**src/rtl/lynxTypes.sv**
```systemverilog
// rtl/lynxTypes.sv - shared request type, field widths and split helper
package lynxTypes;

  localparam int VADDR_BITS   = 48;
  localparam int LEN_BITS     = 28;
  localparam int OPCODE_BITS  = 5;
  localparam int STRM_BITS    = 2;
  localparam int DEST_BITS    = 4;
  localparam int PID_BITS     = 6;
  localparam int MAX_XFER_DEF = 4096;

  typedef struct packed {
    logic [OPCODE_BITS-1:0] opcode;
    logic [STRM_BITS-1:0]   strm;
    logic [DEST_BITS-1:0]   dest;
    logic [PID_BITS-1:0]    pid;
    logic [VADDR_BITS-1:0]  vaddr;
    logic [LEN_BITS-1:0]    len;
    logic                   last;
  } req_t;

  localparam int REQ_BITS = $bits(req_t);

  typedef enum logic {
    ST_IDLE  = 1'b0,
    ST_SPLIT = 1'b1
  } split_state_t;

  // Distance from addr to the next xfer-aligned boundary; xfer is a power of two,
  // so the result lies in 1..xfer and always fits the len width.
  function automatic logic [LEN_BITS-1:0] bytes_to_boundary(
    input logic [VADDR_BITS-1:0] addr,
    input logic [LEN_BITS-1:0]   xfer
  );
    logic [LEN_BITS-1:0] off;
    off = LEN_BITS'(addr & VADDR_BITS'(xfer - 1'b1));
    return xfer - off;
  endfunction

endpackage

```
**src/rtl/user_req_split.sv**
```systemverilog
// rtl/user_req_split.sv - splits a parent request into MAX_XFER-aligned chunk requests
module user_req_split
  import lynxTypes::*;
#(
  parameter int MAX_XFER = MAX_XFER_DEF,
  parameter int ID_REG   = 0
) (
  input  logic                aclk,
  input  logic                areset,
  input  logic                s_req_valid,
  output logic                s_req_ready,
  input  logic [REQ_BITS-1:0] s_req_data,
  output logic                m_req_valid,
  input  logic                m_req_ready,
  output logic [REQ_BITS-1:0] m_req_data,
  output logic                busy
);

  localparam logic [LEN_BITS-1:0] XFER = LEN_BITS'(MAX_XFER);
  // A misconfigured instance never accepts a request, which makes the error obvious.
  localparam logic CFG_OK = (MAX_XFER >= 64) && ((MAX_XFER & (MAX_XFER - 1)) == 0) &&
                            (ID_REG >= 0);

  split_state_t          r_state;
  req_t                  r_parent;
  req_t                  r_out;
  logic [VADDR_BITS-1:0] r_addr;
  logic [LEN_BITS-1:0]   r_rem;

  split_state_t          w_state_n;
  req_t                  w_s_req;
  req_t                  w_parent_n;
  req_t                  w_chunk;
  logic [VADDR_BITS-1:0] w_addr_n;
  logic [LEN_BITS-1:0]   w_rem_n;
  logic [LEN_BITS-1:0]   w_btb;
  logic [LEN_BITS-1:0]   w_clen;
  logic                  w_load;
  logic                  w_final;

  assign w_s_req     = s_req_data;
  assign w_final     = (r_out.len == r_rem);
  assign s_req_ready = CFG_OK && (r_state == ST_IDLE) && !areset;
  assign m_req_valid = (r_state == ST_SPLIT);
  assign busy        = (r_state == ST_SPLIT);
  assign m_req_data  = r_out;

  always_comb begin
    w_state_n  = r_state;
    w_parent_n = r_parent;
    w_addr_n   = r_addr;
    w_rem_n    = r_rem;
    w_load     = 1'b0;
    case (r_state)
      ST_IDLE: begin
        if (s_req_valid && s_req_ready) begin
          w_state_n  = ST_SPLIT;
          w_parent_n = w_s_req;
          w_addr_n   = w_s_req.vaddr;
          w_rem_n    = w_s_req.len;
          w_load     = 1'b1;
        end
      end
      ST_SPLIT: begin
        if (m_req_ready) begin
          if (w_final) begin
            w_state_n = ST_IDLE;
          end else begin
            w_addr_n = r_addr + VADDR_BITS'(r_out.len);
            w_rem_n  = r_rem - r_out.len;
            w_load   = 1'b1;
          end
        end
      end
      default: begin
        w_state_n = ST_IDLE;
      end
    endcase

    // The chunk is built from next-cycle address/remaining so it lands in a register.
    w_btb         = bytes_to_boundary(w_addr_n, XFER);
    w_clen        = (w_rem_n < w_btb) ? w_rem_n : w_btb;
    w_chunk       = w_parent_n;
    w_chunk.vaddr = w_addr_n;
    w_chunk.len   = w_clen;
    w_chunk.last  = w_parent_n.last && (w_clen == w_rem_n);
  end

  always_ff @(posedge aclk) begin
    if (areset) begin
      r_state  <= ST_IDLE;
      r_parent <= '0;
      r_out    <= '0;
      r_addr   <= '0;
      r_rem    <= '0;
    end else begin
      r_state  <= w_state_n;
      r_parent <= w_parent_n;
      r_addr   <= w_addr_n;
      r_rem    <= w_rem_n;
      if (w_load) begin
        r_out <= w_chunk;
      end
    end
  end

endmodule

```
**config.mk**
```make
export PLATFORM = sky130hd
export DESIGN_NAME = user_req_split
export DESIGN_NICKNAME = d
export VERILOG_FILES = /design/src/rtl/lynxTypes.sv /design/src/rtl/user_req_split.sv
export SDC_FILE = /design/constraint.sdc
export NUM_CORES = 1
export LEC_CHECK = 0
export BUFFER_PORTS_ARGS = -buffer_cell sky130_fd_sc_hd__buf_2
export CAP_MARGIN = 20
export CORE_MARGIN = 1
export CORE_UTILIZATION = 35
export CTS_BUF_LIST = sky130_fd_sc_hd__clkbuf_8 sky130_fd_sc_hd__clkbuf_16
export CTS_CLUSTER_DIAMETER = 40
export DETAILED_ROUTE_END_ITERATION = 10
export SYNTH_ARGS = -nofsm -noshare
export SYNTH_HDL_FRONTEND = slang
export SYNTH_SLANG_ARGS = --single-unit
```
**constraint.sdc**
```tcl
create_clock -name aclk -period 14.89 [get_ports aclk]
set_input_delay 4.467 -clock aclk [delete_from_list [all_inputs] [get_ports aclk]]
set_output_delay 4.467 -clock aclk [all_outputs]
set_load 0.02 [all_outputs]
```
# After elaboration in Yosys (flattened, before gate mapping)
# Cells that the tools add are included.
# Widths: inputs -> output; s select.
# totals
regBits,265
inputBits,98
word_cells,46
# op_classes
addsub,3
magnitude_cmp,1
eq_ne,2
muxes,17
n_bitwise,1
n_reduce_logical,5
# ops
op,count
$mux 94,2
$mux 48,3
$mux 28,4
$pmux 48 s2,1
$eq 28x28->1,2
$pmux 28 s2,1
$add 48x28->48,1
$lt 28x28->1,1
$sub 28x28->28,1
$sub 13x12->14 const A,1
$mux 1,4
$pmux 1 s2,2
$logic_and 1x1->1,3
$reduce_and 2->1,1
$logic_not 1->1,1
$not 1->1,1

# Longest topological paths before layout
# Gate-level depths: netlist of run 1.
# logic_depth
word_depth,10
ltp_mapped,25
ltp_nobuf,21

# Worst setup path after synthesis of run 1
# No wires, ideal clock.
# synth_timing
path_kind,input to output
from,in areset
to,out s_req_ready
arrival_time_ns,5.444
required_ns,10.423
path_slack_ns,4.979
stages,4
path_buffers,3
cell_sequence,clkbuf_1 clkbuf_1 clkbuf_1 nor2_1
# synth_between
elab_chain_len,2
# synth_rtl
element,line,source
"start, declared",user_req_split.sv:9,"input logic areset,"
$logic_not 1->1,user_req_split.sv:43,assign s_req_ready = CFG_OK && (r_state == ST_IDLE) && !areset;
$logic_and 1x1->1,user_req_split.sv:43,
"end, declared",user_req_split.sv:11,"output logic s_req_ready,"
# Every way passes these cells.

# Worst setup path in the final report of run 1
# layout_timing
from,in areset
to,"reg r_out, in the netlist m_req_data[13]"
# layout_between
elab_chain_len,8
word_cells_on_any_way,12
cone_classes,add/sub (1); order compare (1); mux (7); reduce/logical (3)
# layout_rtl
element,line,source
$logic_not 1->1,user_req_split.sv:43,
$logic_and 1x1->1,user_req_split.sv:43,
$logic_and 1x1->1,user_req_split.sv:56,if (s_req_valid && s_req_ready) begin
$mux 48,user_req_split.sv:56,
$pmux 48 s2,user_req_split.sv:54,case (r_state)
$sub 13x12->14,lynxTypes.sv:37,return xfer - off;
$lt 28x28->1,user_req_split.sv:82,w_clen = (w_rem_n < w_btb) ? w_rem_n : w_btb;
$mux 28,user_req_split.sv:82,
"end signal, assigned",user_req_split.sv:102,r_out <= w_chunk;
"end, declared",user_req_split.sv:26,req_t r_out;
# Parallel ways exist; a longest one is shown, timed or not.
# A chain may end at the register's enable or synchronous reset.

==> impl_metrics.ini, run 1 <==
[clock_tree]
root_buffer = clkbuf_16
clk_latency_ns = 0.45
postCtsResizedCells = 0
cts_hold_buf = 0
cts_sinks = 189
clkTransAtPathRegs_ns = 0.07
cts_tree = yes
cts_setup_buffers = 0
cts_max_level = 4
numCtsBuffers = 17
clockBufferDepth = 2

[synthesis]
synth_top_area_share_pct = 30.8
synth.distinct_cells = 94
ys_top_cells_by_area = dfxtp_1, ha_1, nand2_1, nor2_1, a21oi_1
synth_top_family_by_area = compound AO/OA/AOI/OAI gates
syn_area_per_cell_um2 = 7.87
synth_compound_area_share_pct = 27.6
netlist_instances = 1562
netlist_top_cells_count = dfxtp_1, nand2_1, nor2_1, a21oi_1, inv_1
synth_edf_count = 0
synthAdderAreaFrac_pct = 7.24
synth_seq_cells = 189
ys.flop_type = dfxtp_1
synth_area_um2 = 12300
seq_area_frac_synth_pct = 30.8
synth_xor_area_share_pct = 4.82
ys_warn_count = 0
synth_fp_nets = 1730
synthSimpleGateAreaFrac_pct = 21.7
synth_mux_area_share_pct = 2.11
yosysMostFrequentCell = dfxtp_1
synth_area_leader_cell = dfxtp_1
synthArstFlopShare_pct = 0

[drt]
top_layer = met4
drc_errors = 0
dr.pass1.iters = 5
drt-met1-wl_mm = 18.7
drt_iter0_markers = 950
wl_mm = 42.7
met2WireLength_mm = 20.0
wl_per_cell_um = 19.7
wl_met3_mm = 2.89
ant_nets = 0
via_per_inst = 5.72
dr_total_vias = 12400

[timing]
finalHoldViolations = 0
skew_ns = 0.00877
relSlewSlack_pct = 26.3
slew_viol_final = 0
min_period_ns = 10.27
tightest_slew_ns = 1.10
tns_ns = 0
period_share_pct = 69.0
max_freq_mhz = 97.4
setup_viol = 0
rsz0062_at_grt = no

[placement]
port_buffers = 194
place_congestion = 0.941
dp_hpwl_mm = 31.7

[pwr]
power_frac_clock_pct = 25.7
p_seq_share_pct = 34.2
power_switching_mw = 0.707
leakagePower_nw = 5.97
p_int_mw = 1.03
vdd.ir_drop.worst_mv = 0.0848
pwr_density_cell_nw_per_um2 = 123
p_comb_share_pct = 40.1
p_sw_share_pct = 40.6

[grt]
grt_pass1_wl_mm = 66.3
antenna_found_initial = 3
grt_util_all_layers_pct = 23.7
grt_pass1_vias = 11700
grt_overflow = 0
grt_max_degree = 101

[critical_path]
critPathLaunchType = input port
endpoint_kind = register
max_stage_delay_ns = 0.73
crit_path_max_fanout = 75
crit_path_top_delay_cell = or3_1
worst-setup-path-type = in2reg
required_ns = 15.24
crit_chain = buf_6, nor3b_4, buf_4, mux2_2, mux2i_2, nand3_1, or4_1, nor3_1, xnor2_1, ha_1, a21o_1, a211o_1, a211oi_1, a21oi_1, or4_4, or3_1, mux2_4, a211oi_2
critPathTopFamily = simple AND/OR/NAND/NOR gates
path_buf_inv = 2
arrival_ns = 10.63

[die]
die_h_um = 189
die-width_um = 189
initial_core_util_pct = 35.6
ios = 195
coreArea_um2 = 34500
die_area_um2 = 35900
rows = 68

[status]
status = finished, final reports clean

[final_layout]
final_nets = 1860
drive_gt1_share_pct = 17.2
final_core_util_pct = 40.9
area_growth_pct = 14.7

[flow_run]
cap_viol_max_count = 0

[min_path]
hp-class = reg2reg
## layer usage
metal / global-route usage, % / up-vias
met3: 4.17 / 72
met5: 0 / -
li1: - / 5992
met4: 7.20 / 0
met2: 39.2 / 451
met1: 31.2 / 5865
## layout make-up
| type | count | area, um2 |
|---|---|---|
| clock inverters | 15 | 125 |
| fillers | 3606 | 20400 |
| clock buffers | 17 | 425 |
| multi-input cells | 1201 | 7840 |
| well taps | 455 | 569 |
| diodes | 3 | 7.51 |
| repair buffers | 208 | 1080 |
| inverters | 75 | 282 |
| flip-flops and latches | 189 | 3780 |
## layout by cell type, fill, tap and decap left out, drive strengths merged, types with 20 or more instances in the layout
cell type and instances:
a21o 25, buf 208, inv 85, nand3 40, a311oi 24, nor2 164
a22oi 29, nor3 38, xnor2 38, ha 68, xor2 25, a211oi 48
nand4 21, a21oi 117, and2 20, nand2 177, dfxtp 189, and3 21
o21ai 65
## state kept, by name, indices dropped and copies added, names as in the netlist
signal	count
r_addr	48
busy	1
r_parent	18
m_req_data	94
r_rem	28
## worst paths after layout
| kind | slack [ns] | from | to | cells after the start |
|---|---|---|---|---|
| setup / recovery | 4.62 | areset | m_req_data[13]$_SDFFE_PP0P_ | 18 |
| hold / removal | 0.46 | r_parent[90]$_SDFF_PP0_ | r_parent[90]$_SDFF_PP0_ | 2 |
| setup reg to reg | 7.64 | m_req_data[6]$_SDFFE_PP0P_ | m_req_data[13]$_SDFFE_PP0P_ | 20 |
| hold reg to reg | 0.46 | r_parent[90]$_SDFF_PP0_ | r_parent[90]$_SDFF_PP0_ | 2 |
## power by group through the flow
stage               clock (mW)  sequential [mW]  combinational (mW)
floorplan                    0            0.618               0.481
global placement             0            0.607               0.683
detailed placement           0            0.607               0.687
CTS                      0.455            0.595               0.691
global route             0.477            0.601               0.770
finish                   0.446            0.596               0.698
## metrics by stage
stage	power (mW)	instance area (um2)	hold WS, ns	worst slack, ns	cells
final	1.74	14100	0.456	4.62	2163
after global placement	1.29	13600	0.442	4.42	2128
after floorplan	1.10	12300	0.436	4.98	1562
after global routing	1.85	14100	0.471	4.23	2163
after CTS	1.74	14100	0.457	4.68	2160
after detailed placement	1.29	13600	0.447	4.24	2128
## worst min-delay path: stages, from the launching register on
cell	delay, ns
dfxtp_1	0.31
nand2_1	0.05
a21oi_1	0.05
## kinds of logic (layout without fill, tap and decap cells)
kind of cell    after synthesis  in the layout
compound gates              485            485
xor+xnor                     64             64
fa+ha+maj                    70             70
buf+inv                     172            315
flops                       189            189
mux                          23             23
other cells                   0              3
simple gates                559            559
No activity file was read; power rests on OpenSTA's default activity.
==> inputs of run 2 (changes only) <==
==> constraint.sdc (replaced) <==
create_clock -name aclk -period 9.7 [get_ports aclk]
set_input_delay 2.91 -clock aclk [delete_from_list [all_inputs] [get_ports aclk]]
set_output_delay 2.91 -clock aclk [all_outputs]
set_load 0.02 [all_outputs]
==> run 2 against run 1 <==
  * First-iteration DRC count grew 11%
  * Clock skew grew 0.0070 ns
  * Cell area grew 0.40%
  * Highest routed layer unchanged
==> impl_metrics.ini, run 2 (synthesized netlist as in run 1, its figures left out) <==
[status]
status = finished, final reports clean

[drt]
wl_mm = 43.6
drt_iter0_markers = 1054
wl_per_cell_um = 20.1
drc_errors = 0
dr.pass1.iters = 5
via_per_inst = 5.79
dr_total_vias = 12500
ant_nets = 0

[grt]
grt_pass1_wl_mm = 66.3
grt_max_degree = 89
grt_overflow = 0
grt_pass1_vias = 11600
grt_util_all_layers_pct = 23.9
antenna_found_initial = 2

[die]
ios = 195
rows = 68
initial_core_util_pct = 35.6
die_h_um = 189
die_area_um2 = 35900
coreArea_um2 = 34500
die-width_um = 189

[critical_path]
arrival_ns = 8.84
crit_path_top_delay_cell = nor3b_4
crit_path_max_fanout = 19
max_stage_delay_ns = 0.77
r2r_slack_ns = 2.38
endpoint_kind = register
required_ns = 10.07
r2r_end = m_req_data[5]$_SDFFE_PP0P_
r2r_start = m_req_data[6]$_SDFFE_PP0P_
crit_chain = buf_2, nor3b_4, mux2_2, mux2i_2, nand3_1, or4_1, nor3_1, xnor2_1, ha_1, a21o_1, a211o_1, a211oi_1, a21oi_1, or4_4, or3_1, mux2_4, a211oi_2
rr_worst_depth = 20
worst-setup-path-type = in2reg
critPathLaunchType = input port

[pwr]
vdd.ir_drop.worst_mv = 0.137
p_seq_share_pct = 33.7
power_switching_mw = 1.10
p_comb_share_pct = 39.7
p_sw_share_pct = 40.4
power_frac_clock_pct = 26.6
leakagePower_nw = 6.00
p_int_mw = 1.62
pwr_density_cell_nw_per_um2 = 191

[final_layout]
drive_gt1_share_pct = 17.5
final_cell_mix = buf_2, dfxtp_1, nand2_1
stdcell_count = 2166
area_growth_pct = 15.2
final_nets = 1864
post-route-cell-area_um2 = 14200
final_common_cell = buf_2
largest_register_ffs = 94

[clock_tree]
cts_hold_buf = 0
cts_max_level = 4
cts_tree = yes
clkTransAtPathRegs_ns = 0.08
clockBufferDepth = 2
cts_sinks = 189
postCtsResizedCells = 0
numCtsBuffers = 17
clk_latency_ns = 0.45
cts_setup_buffers = 0
root_buffer = clkbuf_16

[timing]
skew_ns = 0.0157
rsz0062_at_grt = no
relSlewSlack_pct = 29.8
period_share_pct = 87.3
slew_viol_final = 0
timing.hold.ws_ns = 0.458
tns_ns = 0
setup_viol = 0
worst_slack_ns = 1.24
min_period_ns = 8.46
max_freq_mhz = 118
tightest_slew_ns = 1.05
finalHoldViolations = 0

[placement]
place_area_um2 = 13600
dp_hpwl_mm = 32.5
place_congestion = 1.00
pre_cts_slack_ns = 0.845
port_buffers = 194
dp.cells = 2132

[flow_run]
cap_viol_max_count = 0

[min_path]
hp-class = reg2reg
min_to = r_parent[92]$_SDFF_PP0_
hp-start = r_parent[92]$_SDFF_PP0_
hold_depth = 2
## run 2: routing by layer
layer / global-route usage (%) / part of all wire, % / wire length [um]
met1: 31.5 / 44 / 19100
met2: 39.3 / 46 / 20200
met3: 3.99 / 7.0 / 3060
met4: 7.97 / 2.8 / 1220
met5: 0 / 0 / 0
## run 2: cell type report
class | instances | area (um2)
repair buffers | 212 | 1110
multi-input cells | 1201 | 7840
flip-flops and latches | 189 | 3780
clock buffers | 17 | 425
fillers | 3634 | 20400
well taps | 455 | 569
inverters | 75 | 282
diodes | 2 | 5.00
clock inverters | 15 | 154
## run 2: power by group through the flow
stage / combinational, mW / sequential (mW) / clock, mW
after floorplan: 0.739 / 0.948 / 0
after global placement: 1.05 / 0.929 / 0
after detailed placement: 1.06 / 0.930 / 0
after CTS: 1.07 / 0.912 / 0.736
after global routing: 1.18 / 0.921 / 0.761
final: 1.08 / 0.913 / 0.722
## run 2: worst max-delay path, delay by kind of cell
kind | cells | cell delay (ns)
compound gates | 5 | 1.01
xor+xnor | 1 | 0.14
fa+ha+maj | 1 | 0.21
buf+inv | 1 | 0.23
mux | 3 | 1.20
simple gates | 6 | 3.13
## run 2: per-stage QoR
stage                     util [%]  total power [mW]
after floorplan                  -              1.69
after global placement        39.3              1.98
after detailed placement      39.3              1.99
after CTS                     41.0              2.71
after global routing          41.0              2.86
final                         41.0              2.71
## run 2: worst max path at each step
stage,slack [ns],startpoint,to,cells past startpoint
2_1_floorplan,2.00,s_req_valid,m_req_data[13]$_SDFFE_PP0P_,18
3_3_place_gp,1.01,s_req_valid,m_req_data[13]$_SDFFE_PP0P_,17
3_5_place_dp,0.84,s_req_valid,m_req_data[1]$_SDFFE_PP0P_,17
4_1_cts,1.30,s_req_valid,m_req_data[1]$_SDFFE_PP0P_,17
5_1_grt,0.92,s_req_valid,m_req_data[1]$_SDFFE_PP0P_,17
6_report,1.24,s_req_valid,m_req_data[5]$_SDFFE_PP0P_,17
==> inputs of run 3 (changes only) <==
--- a/config.mk
+++ b/config.mk
@@ -5,13 +5,16 @@
 export SDC_FILE = /design/constraint.sdc
 export NUM_CORES = 1
 export LEC_CHECK = 0
+export ABC_CLOCK_PERIOD_IN_PS = 9700
 export BUFFER_PORTS_ARGS = -buffer_cell sky130_fd_sc_hd__buf_2
 export CAP_MARGIN = 20
 export CORE_MARGIN = 1
-export CORE_UTILIZATION = 35
+export CORE_UTILIZATION = 58
 export CTS_BUF_LIST = sky130_fd_sc_hd__clkbuf_8 sky130_fd_sc_hd__clkbuf_16
 export CTS_CLUSTER_DIAMETER = 40
 export DETAILED_ROUTE_END_ITERATION = 10
+export PLACE_DENSITY = 0.81
+export SLEW_MARGIN = 20
 export SYNTH_ARGS = -nofsm -noshare
 export SYNTH_HDL_FRONTEND = slang
 export SYNTH_SLANG_ARGS = --single-unit
==> run 3 against run 2 <==
  * Via count is 1.1% higher
  * Wire length decreased by 9.3%
  * Utilization is 27 points higher
  * Critical path depth stayed put
  * Clock skew is 0.0043 ns lower
  * Cell area is 1.7% lower
  * Largest cell class unchanged
==> impl_metrics.ini, run 3 (synthesized netlist as in run 1, its figures left out) <==
[status]
status = finished, final reports clean

[drt]
drt_iter0_markers = 1172
wl_mm = 39.5
dr.pass1.iters = 5
drc_errors = 0
wl_per_cell_um = 20.0
via_per_inst = 6.41
ant_nets = 0
dr_total_vias = 12700

[timing]
tightest_slew_ns = 0.891
skew_ns = 0.0114
slew_viol_final = 0
max_freq_mhz = 119
tns_ns = 0
min_period_ns = 8.39
relSlewSlack_pct = 40.6
rsz0062_at_grt = no
setup_viol = 0
period_share_pct = 86.5
finalHoldViolations = 0

[placement]
dp_hpwl_mm = 28.8
port_buffers = 194
place_congestion = 0.981

[clock_tree]
clk_latency_ns = 0.44
cts_setup_buffers = 0
clkTransAtPathRegs_ns = 0.08
cts_tree = yes
root_buffer = clkbuf_16
clockBufferDepth = 2
cts_hold_buf = 0
numCtsBuffers = 17
postCtsResizedCells = 0
cts_sinks = 189
cts_max_level = 4

[die]
ios = 195
die-width_um = 148
die_h_um = 148
coreArea_um2 = 20500
rows = 52
die_area_um2 = 21800
initial_core_util_pct = 60.0

[pwr]
pwr_density_cell_nw_per_um2 = 192
power_mw = 2.67
leakagePower_nw = 6.00
vdd.ir_drop.worst_mv = 0.120

[min_path]
hp-start = r_parent[86]$_SDFF_PP0_
hp-class = reg2reg

[final_layout]
fill_cells = 1777
largest_register_ffs = 94
insertedDiodeCount = 0
final_core_util_pct = 68.0
area_growth_pct = 13.2
drive_gt1_share_pct = 17.5
final_nets = 1864
final_common_cell = buf_2
final_cell_mix = buf_2, dfxtp_1, nand2_1

[critical_path]
startpoint = m_req_ready
required_ns = 10.06
crit_chain = buf_2, nand2_1, a21o_4, nand2_4, o2111ai_1, or4_1, nor3_1, xnor2_1, ha_1, a21o_1, a211o_1, a211oi_1, a21oi_1, or4_4, or3_1, mux2_4, a211oi_2
endpoint_kind = register
arrival_ns = 8.75
critPathLaunchType = input port
crit_path_max_fanout = 50
worst-setup-path-type = in2reg
r2r_start = m_req_data[6]$_SDFFE_PP0P_
max_stage_delay_ns = 0.73
crit_path_top_delay_cell = or3_1

[grt]
grt_pass1_wl_mm = 61.2
antenna_found_initial = 0
grt_pass1_vias = 11600
grt_overflow = 0
grt_util_all_layers_pct = 35.8
grt_max_degree = 84

[flow_run]
cap_viol_max_count = 0
[run 3: final timing paths]
check	to	slack [ns]	depth (start not counted)
hold reg to reg	r_parent[86]$_SDFF_PP0_	0.45	2
hold / removal	r_parent[86]$_SDFF_PP0_	0.45	2
setup / recovery	m_req_data[5]$_SDFFE_PP0P_	1.31	17
setup reg to reg	m_req_data[5]$_SDFFE_PP0P_	2.28	19
[run 3: cell type report]
| type | count | area (um2) | area share [%] |
|---|---|---|---|
| Timing Repair Buffer | 212 | 1110 | 7.96 |
| Multi-Input combinational cell | 1201 | 7840 | 56.3 |
| Clock buffer | 17 | 425 | 3.05 |
| Inverter | 75 | 282 | 2.02 |
| Sequential cell | 189 | 3780 | 27.2 |
| Clock inverter | 15 | 150 | 1.08 |
| Tap cell | 270 | 338 | 2.43 |
[run 3: metal layers]
metal | GRT usage (%) | vias up | share of wire (%)
met5 | 0 | - | 0
met4 | 16.4 | 0 | 4.1
met3 | 5.34 | 112 | 8.6
met2 | 58.9 | 617 | 47
met1 | 46.1 | 5958 | 40
li1 | - | 5990 | -
[run 3: per-stage QoR]
stage                     setup slack, ns  hold WS (ns)  instances  instance area, um2
after detailed placement            0.955         0.447       1947               13400
final                                1.31         0.455       1979               13900
after CTS                            1.43         0.457       1979               13900
after floorplan                      2.00         0.436       1562               12300
after global placement               1.15         0.442       1947               13400
after global routing                 1.01         0.468       1979               13900
[run 3: report_power, final]
group          switching [mW]  total, mW  internal (mW)
clock                   0.345      0.688          0.343
combinational           0.665       1.07          0.403
sequential             0.0652      0.913          0.848
[run 3: critical path: cells and delay by family]
| kind | cells | cell delay, ns |
|---|---|---|
| simple gates | 6 | 2.90 |
| compound gates | 7 | 1.87 |
| mux | 1 | 0.42 |
| buf+inv | 1 | 0.29 |
| fa+ha+maj | 1 | 0.21 |
| xor+xnor | 1 | 0.14 |
